===== src/rtl/pixel_readout_receiver.sv =====
// Host-side receiver for the pixel array read-out bus: issues READ_RESET/READ_CLK, captures bus words, streams pixels.
// Optional macro PIXEL_READOUT_GRAY_DECODE_EN converts each captured Gray-coded slot to binary.
module pixel_readout_receiver #(
    parameter int WIDTH                  = 3,
    parameter int HEIGHT                 = 3,
    parameter int OUTPUT_BUS_PIXEL_WIDTH = 3,
    parameter int BIT_DEPTH              = 10,
    localparam int NPIX                  = WIDTH * HEIGHT,
    localparam int IDX_W                 = (NPIX > 1) ? $clog2(NPIX) : 1
) (
    input  logic                                        SYSTEM_CLK,
    input  logic                                        RESET,
    input  logic                                        START,
    output logic                                        READ_RESET_OUT,
    output logic                                        READ_CLK_OUT,
    input  logic [OUTPUT_BUS_PIXEL_WIDTH*BIT_DEPTH-1:0] DATA_IN,
    output logic [BIT_DEPTH-1:0]                        PIX_DATA,
    output logic [IDX_W-1:0]                            PIX_INDEX,
    output logic                                        PIX_LAST,
    output logic                                        PIX_VALID,
    input  logic                                        PIX_READY,
    output logic                                        BUSY,
    output logic                                        DONE
);

    localparam int OBW    = OUTPUT_BUS_PIXEL_WIDTH;
    localparam int BUS_W  = OBW * BIT_DEPTH;
    localparam int NWORDS = (NPIX + OBW - 1) / OBW;
    localparam int CNT_W  = $clog2(NPIX + 1);
    localparam int WRD_W  = $clog2(NWORDS + 1);
    localparam int SLOT_W = $clog2(OBW + 1);

    localparam logic [CNT_W-1:0]  NPIX_C   = CNT_W'(NPIX);
    localparam logic [CNT_W-1:0]  LAST_C   = CNT_W'(NPIX - 1);
    localparam logic [WRD_W-1:0]  NWORDS_C = WRD_W'(NWORDS);
    localparam logic [SLOT_W-1:0] OBW_C    = SLOT_W'(OBW);

    localparam logic [2:0] S_IDLE   = 3'd0;
    localparam logic [2:0] S_RRST   = 3'd1;
    localparam logic [2:0] S_CLK_HI = 3'd2;
    localparam logic [2:0] S_SAMPLE = 3'd3;
    localparam logic [2:0] S_DRAIN  = 3'd4;
    localparam logic [2:0] S_FIN    = 3'd5;

    logic [2:0]        state;
    logic [BUS_W-1:0]  word_buf;
    logic [BUS_W-1:0]  buf_shifted;
    logic [BUS_W-1:0]  decoded_word;
    logic [SLOT_W-1:0] slot_ptr;
    logic [SLOT_W-1:0] slot_next;
    logic [CNT_W-1:0]  pix_cnt;
    logic [CNT_W-1:0]  pix_next;
    logic [WRD_W-1:0]  word_cnt;
    logic              handshake;
    logic              word_end;

`ifdef PIXEL_READOUT_GRAY_DECODE_EN
    function automatic logic [BIT_DEPTH-1:0] gray_to_bin(input logic [BIT_DEPTH-1:0] gray);
        logic [BIT_DEPTH-1:0] bin;
        bin[BIT_DEPTH-1] = gray[BIT_DEPTH-1];
        for (int i = BIT_DEPTH - 2; i >= 0; i--) begin
            bin[i] = bin[i+1] ^ gray[i];
        end
        return bin;
    endfunction

    for (genvar k = 0; k < OBW; k++) begin : g_gray
        assign decoded_word[k*BIT_DEPTH +: BIT_DEPTH] = gray_to_bin(DATA_IN[k*BIT_DEPTH +: BIT_DEPTH]);
    end
`else
    assign decoded_word = DATA_IN;
`endif

    // The buffer shifts down one slot per handshake, so the next pixel always sits in the low slot.
    always_comb begin
        handshake   = PIX_VALID && PIX_READY;
        pix_next    = (pix_cnt == NPIX_C) ? pix_cnt : pix_cnt + 1'b1;
        slot_next   = slot_ptr + 1'b1;
        word_end    = (slot_next == OBW_C) || (pix_next == NPIX_C);
        buf_shifted = word_buf >> BIT_DEPTH;
    end

    always_ff @(posedge SYSTEM_CLK) begin
        if (RESET) begin
            state          <= S_IDLE;
            READ_RESET_OUT <= 1'b0;
            READ_CLK_OUT   <= 1'b0;
            PIX_DATA       <= '0;
            PIX_INDEX      <= '0;
            PIX_LAST       <= 1'b0;
            PIX_VALID      <= 1'b0;
            BUSY           <= 1'b0;
            DONE           <= 1'b0;
            word_buf       <= '0;
            slot_ptr       <= '0;
            pix_cnt        <= '0;
            word_cnt       <= '0;
        end else begin
            READ_RESET_OUT <= 1'b0;
            READ_CLK_OUT   <= 1'b0;
            DONE           <= 1'b0;
            case (state)
                S_IDLE: begin
                    if (START) begin
                        state          <= S_RRST;
                        READ_RESET_OUT <= 1'b1;
                        BUSY           <= 1'b1;
                        word_cnt       <= '0;
                        pix_cnt        <= '0;
                    end
                end
                S_RRST: begin
                    state        <= S_CLK_HI;
                    READ_CLK_OUT <= 1'b1;
                end
                S_CLK_HI: begin
                    state <= S_SAMPLE;
                end
                S_SAMPLE: begin
                    state     <= S_DRAIN;
                    word_buf  <= decoded_word;
                    slot_ptr  <= '0;
                    PIX_DATA  <= decoded_word[BIT_DEPTH-1:0];
                    PIX_INDEX <= IDX_W'(pix_cnt);
                    PIX_LAST  <= (pix_cnt == LAST_C);
                    PIX_VALID <= 1'b1;
                    if (word_cnt != NWORDS_C) begin
                        word_cnt <= word_cnt + 1'b1;
                    end
                end
                S_DRAIN: begin
                    if (handshake) begin
                        slot_ptr <= slot_next;
                        pix_cnt  <= pix_next;
                        word_buf <= buf_shifted;
                        if (word_end) begin
                            PIX_VALID <= 1'b0;
                            PIX_DATA  <= '0;
                            PIX_INDEX <= '0;
                            PIX_LAST  <= 1'b0;
                            if ((pix_next == NPIX_C) || (word_cnt == NWORDS_C)) begin
                                state <= S_FIN;
                                DONE  <= 1'b1;
                                BUSY  <= 1'b0;
                            end else begin
                                state        <= S_CLK_HI;
                                READ_CLK_OUT <= 1'b1;
                            end
                        end else begin
                            PIX_DATA  <= buf_shifted[BIT_DEPTH-1:0];
                            PIX_INDEX <= IDX_W'(pix_next);
                            PIX_LAST  <= (pix_next == LAST_C);
                        end
                    end
                end
                S_FIN: begin
                    state <= S_IDLE;
                end
                default: begin
                    state <= S_IDLE;
                end
            endcase
        end
    end

endmodule


===== config.mk =====
export PLATFORM = sky130hd
export DESIGN_NAME = pixel_readout_receiver
export DESIGN_NICKNAME = d
export VERILOG_FILES = /design/src/rtl/pixel_readout_receiver.sv
export SDC_FILE = /design/constraint.sdc
export NUM_CORES = 1
export LEC_CHECK = 0
export CAP_MARGIN = 20
export CORE_MARGIN = 2
export CORE_UTILIZATION = 54
export CTS_BUF_LIST = sky130_fd_sc_hd__clkbuf_16
export CTS_CLUSTER_DIAMETER = 30
export DETAILED_ROUTE_END_ITERATION = 10
export PLACE_DENSITY = 0.93
export SYNTH_ARGS = -nofsm -noshare
export SYNTH_HDL_FRONTEND = slang
export SYNTH_SLANG_ARGS = --single-unit

===== constraint.sdc =====
create_clock -name SYSTEM_CLK -period 3.25 [get_ports SYSTEM_CLK]
set_clock_uncertainty 0.15 [all_clocks]
set_input_delay 0.4875 -clock SYSTEM_CLK [delete_from_list [all_inputs] [get_ports SYSTEM_CLK]]
set_output_delay 0.4875 -clock SYSTEM_CLK [all_outputs]
set_load 0.01 [all_outputs]

==> Word-level counts from Yosys, hierarchy flattened <==
Index checks and enable logic that the tools add are counted.
{ "classes": {"n_bitwise": 4, "eq_ne": 16, "mux": 39, "add_sub_neg": 3, "reduce_logical": 15} }
{ "op_table": {"columns": ["op", "n"], "rows": [
  ["30-bit one-hot mux with 2 select lines", 1],
  ["30-bit 2-to-1 mux", 1],
  ["10-bit 2-to-1 mux", 2],
  ["4-bit 2-to-1 mux", 5],
  ["10-bit one-hot mux with 2 select lines", 1],
  ["4-bit == test (second input constant)", 4],
  ["4-bit one-hot mux with 2 select lines", 2],
  ["3-bit one-hot mux with 5 select lines", 1],
  ["1-bit 2-to-1 mux", 13],
  ["3-bit 2-to-1 mux", 4],
  ["2-bit inequality test (second input constant)", 6],
  ["3-bit AND reduction", 4],
  ["1-bit one-hot mux with 2 select lines", 4],
  ["2-bit one-hot mux with 2 select lines", 2],
  ["3-bit by 2-bit == test with 1-bit output (second input constant)", 2],
  ["2-bit 2-to-1 mux", 3],
  ["2-bit nonzero test", 3],
  ["5-bit AND reduction", 1],
  ["2-bit by 1-bit adder with 2-bit output (second input constant)", 2],
  ["4-bit by 1-bit adder with 4-bit output (second input constant)", 1],
  ["2-bit == test (second input constant)", 2],
  ["1-bit NOT", 4],
  ["4-bit OR reduction", 1],
  ["3-bit by 1-bit == test with 1-bit output (second input constant)", 1],
  ["other kinds (6)", 7]
]} }
{ "totals": {"register_bits": 61, "output_inout_bits": 20, "word_cells": 90, "input_bits": 34} }

==> Depth between registers and ports, before layout <==
{ "depth": {"word_depth": 8, "mapped_depth": 9, "depth_no_buf": 7} }

==> Worst setup path after synthesis <==
OpenSTA, ideal clock, no wires.
{ "synth_timing": {"path_kind": "register to register", "startpoint": "reg pix_cnt[0]", "endpoint": "reg READ_CLK_OUT", "required_ns": 3.021, "arrival_ns": 1.975, "slack_ns": 1.045, "stages_incl_launch_ff": 9, "synth_period_minus_slack_ns": 2.205, "n_path_buf": 1, "setup_ns": 0.079, "path_cell_list": "dfxtp_1 > buf_2 > inv_1 > ha_1 > nor2_1 > mux2_4 > o21ai_4 > or4b_1 > a211oi_2"} }
{ "synth_between": {"elab_chain_cells": 8, "elab_cells_between_ends": 10, "classes_between": "add/sub (1); eq/ne (2); mux (5); reduce/logical (2)"} }
{ "synth_lines": {"columns": ["item", "line_no", "rtl"], "rows": [
  ["from (decl)", "51", "logic [CNT_W-1:0] pix_cnt;"],
  ["from (signal assigned)", "134", "pix_cnt <= pix_next;"],
  ["4-bit by 1-bit adder with 4-bit output or 4-bit == test (tied branches)", "77", "pix_next = (pix_cnt == NPIX_C) ? pix_cnt : pix_cnt + 1'b1;"],
  ["4-bit 2-to-1 mux *", "77", null],
  ["4-bit == test *", "79, 141", null],
  ["1-bit logical OR", "141", "if ((pix_next == NPIX_C) || (word_cnt == NWORDS_C)) begin"],
  ["1-bit 2-to-1 mux", "141", null],
  ["1-bit 2-to-1 mux *", "136", "if (word_end) begin"],
  ["1-bit 2-to-1 mux *", "132", "if (handshake) begin"],
  ["1-bit one-hot mux with 2 select lines *", "102", "case (state)"],
  ["to (signal assigned)", "100", "READ_CLK_OUT <= 1'b0;"],
  ["to (signal assigned)", "114", "READ_CLK_OUT <= 1'b1;"],
  ["to (signal assigned)", "147", "READ_CLK_OUT <= 1'b1;"],
  ["to (decl)", "15", "output logic READ_CLK_OUT,"]
]} }
Mark *: on every way between the ends. The rest lies on a longest branch, timed or not.
A chain may end at the register's enable or synchronous reset.

==> Worst setup path after layout <==
{ "layout_timing": {"startpoint": "reg pix_cnt[1]", "endpoint": "reg READ_CLK_OUT"} }
The elaborated chain is that of the path after synthesis.

==> impl_metrics.json <==
{
  "area_delta_synth_final_pct": 27.1,
  "cpPeakStageDelay_ns": 0.50,
  "critical_path_class": "flip-flop to flip-flop",
  "hold_viol": 0,
  "cp.required_ns": 3.31,
  "hold_buffers": 0,
  "drtIter0Drc": 243,
  "yosysSeqAreaShare_pct": 42.4,
  "clk_latency_ns": 0.29,
  "worstHoldPathType": "flip-flop to flip-flop",
  "syn_inst": 282,
  "slew_viol_final": 0,
  "synth-async-reset-ratio_pct": 0,
  "final_cell_mix": "nor2_1, clkdlybuf4s50_1, dfxtp_1",
  "final_layout_size_suffix_gt1_share_pct": 6.52,
  "period_share_pct": 77.9,
  "power_density_nw_per_um2": 479,
  "coreArea_um2": 4320,
  "synth_edf_count": 0,
  "io_buffers": 53,
  "post_cts_buffers": 0,
  "slowest_stage": "dfxtp_1",
  "yosys_warnings": 0,
  "clkTransAtPathRegs_ns": 0.07,
  "p_sw_share_pct": 27.5,
  "max_freq_mhz": 395,
  "syn-num-nets": 321,
  "timing.critical_path.from_type": "flip-flop",
  "start_util_pct": 55.7,
  "cts_tree": "done",
  "arrival_ns": 2.59,
  "antenna_found_initial": 0,
  "cts_resized": 0,
  "grt_max_degree": 52,
  "internal_power_w": 0.00106,
  "ant_nets": 0,
  "syn_area_per_cell_um2": 8.55,
  "die_w_um": 70.8,
  "grt_usage_pct": 24.3,
  "ys_types": 46,
  "routabilityCongestion": 0.922,
  "num_antenna_cells": 0,
  "setup_viol_count_final": 0,
  "clockRootBuffer": "clkbuf_16",
  "cts.sink_count": 51,
  "status": "complete, no violations",
  "tns_ns": 0,
  "clockPowerShare_pct": 34.8,
  "vias": 2254,
  "p_seq_share_pct": 46.9,
  "vdd_ir_drop_max_v": 0.000267,
  "dpl_worst_slack_ns": 0.752,
  "grt_overflow_total": 0,
  "drt-vias-per-instance": 6.03,
  "clock_path_buffers": 2,
  "grt_pass1_wl_mm": 9.88,
  "p_comb_share_pct": 18.2,
  "period_needed_ns": 2.53,
  "maxSlewHeadroom_pct": 37.2,
  "path_max_fanout": 19,
  "synth_seq_cells": 51,
  "grt_pass1_vias": 2096,
  "die_y_um": 70.8,
  "die-area_um2": 5010,
  "cts.htree.levels": 2,
  "tightestPinTransition_ns": 0.942,
  "nNetsFinal": 360,
  "wl_per_cell_um": 15.8,
  "rsz0062_at_grt": "false",
  "drt_wl_total_mm": 5.91,
  "finish.instance_area_um2": 3060,
  "synth_flop_cell": "dfxtp_1",
  "final.setup.worst_slack_ns": 0.717,
  "num_io_pins": 54,
  "placed_cell_area_um2": 2920,
  "hpwlAfterDp_mm": 4.04,
  "final_core_util_pct": 70.8,
  "drc": 0,
  "p_leak_nw": 1.07,
  "crit_path_cell_trace": "inv_1 > ha_1 > o211a_1 > o21ai_4 > or4b_1 > a211oi_2",
  "cts_made_buffers": 5,
  "p_switching_w": 0.000403,
  "crit_path_end_kind": "flip-flop",
  "synth_area_um2": 2410,
  "drt-pass1-iter-count": 5,
  "fp-row-count": 24,
  "drv_cap": 0
}
[cell families (layout without fill, tap and decap cells)]
group | after synthesis | after routing | share of synthesized area (%)
multiplexers | 2 | 2 | 1.04
adder cells (fa/ha/maj) | 5 | 5 | 2.60
AO/OA/AOI/OAI | 82 | 82 | 27.2
flip-flops | 51 | 51 | 42.4
buffers and inverters | 31 | 71 | 5.61
AND/OR/NAND/NOR | 109 | 109 | 20.5
XOR/XNOR | 2 | 2 | 0.727
[flip-flops by register name, summed over array words and instances (netlist names)]
name,flops
BUSY,1
DONE,1
PIX_DATA,10
PIX_INDEX,4
PIX_LAST,1
PIX_VALID,1
READ_CLK_OUT,1
READ_RESET_OUT,1
pix_cnt,4
slot_ptr,2
state,3
word_buf,20
word_cnt,2
[worst max-delay path, delay by kind of cell (launching register included)]
family / cells / cell delay, ns
and+or+nand+nor: 1 / 0.50
DFF: 1 / 0.50
adders and majority gates: 1 / 0.25
AOI/OAI and AO/OA: 3 / 0.96
buffers and inverters: 1 / 0.11
[synth_stat cells, drive strengths merged (4+ instances only)]
library cell / count / area [um2]
buf: 11 / 60.1
a32oi: 11 / 96.3
o21ai: 8 / 51.3
a22oi: 10 / 75.1
clkbuf: 13 / 48.8
inv: 7 / 26.3
a211oi: 15 / 130
dfxtp: 51 / 1020
nor2: 52 / 195
nand2: 27 / 101
nand3: 4 / 20.0
a21oi: 10 / 50.1
ha: 5 / 62.6
a311oi: 13 / 114
nor3: 8 / 40.0
[final timing paths]
kind / cells after the start / to / start / slack, ns
setup / recovery: 6 / READ_CLK_OUT$_SDFF_PP0_ / pix_cnt[1]$_SDFFE_PP0P_ / 0.72
hold / removal: 2 / BUSY$_SDFFE_PP0P_ / BUSY$_SDFFE_PP0P_ / 0.33
setup reg to reg: 6 / READ_CLK_OUT$_SDFF_PP0_ / pix_cnt[1]$_SDFFE_PP0P_ / 0.72
hold reg to reg: 2 / BUSY$_SDFFE_PP0P_ / BUSY$_SDFFE_PP0P_ / 0.33
[cell type report]
cell class	count	area (um2)
inverter	7	26.3
timing repair buffer	56	548
fill	356	1260
multi-input combinational	200	1260
tap	52	65.1
sequential	51	1020
clock buffer	5	125
clock inverter	3	20.0
[power groups by stage]
stage	Combinational (W)	Clock, W	Sequential, W
after floorplan	0.000160	0	0.000699
after global placement	0.000259	0	0.000700
after detailed placement	0.000263	0	0.000702
after CTS	0.000267	0.000520	0.000688
after global routing	0.000294	0.000544	0.000693
final	0.000268	0.000511	0.000689
[through the flow]
step | hold slack, ns | cells | total power [W]
CTS | 0.329 | 374 | 0.00148
floorplan | 0.305 | 282 | 0.000860
finish | 0.331 | 374 | 0.00147
global route | 0.356 | 374 | 0.00153
detailed placement | 0.318 | 366 | 0.000965
global placement | 0.312 | 366 | 0.000959
[metal layers]
layer	up-vias	routed length [um]	global-route usage, %
li1	1107	-	-
met1	1050	2570	33.5
met2	85	2910	38.5
met3	12	327	4.56
met4	0	95	7.97
met5	-	0	0
Power figures use the tool's default switching activity.
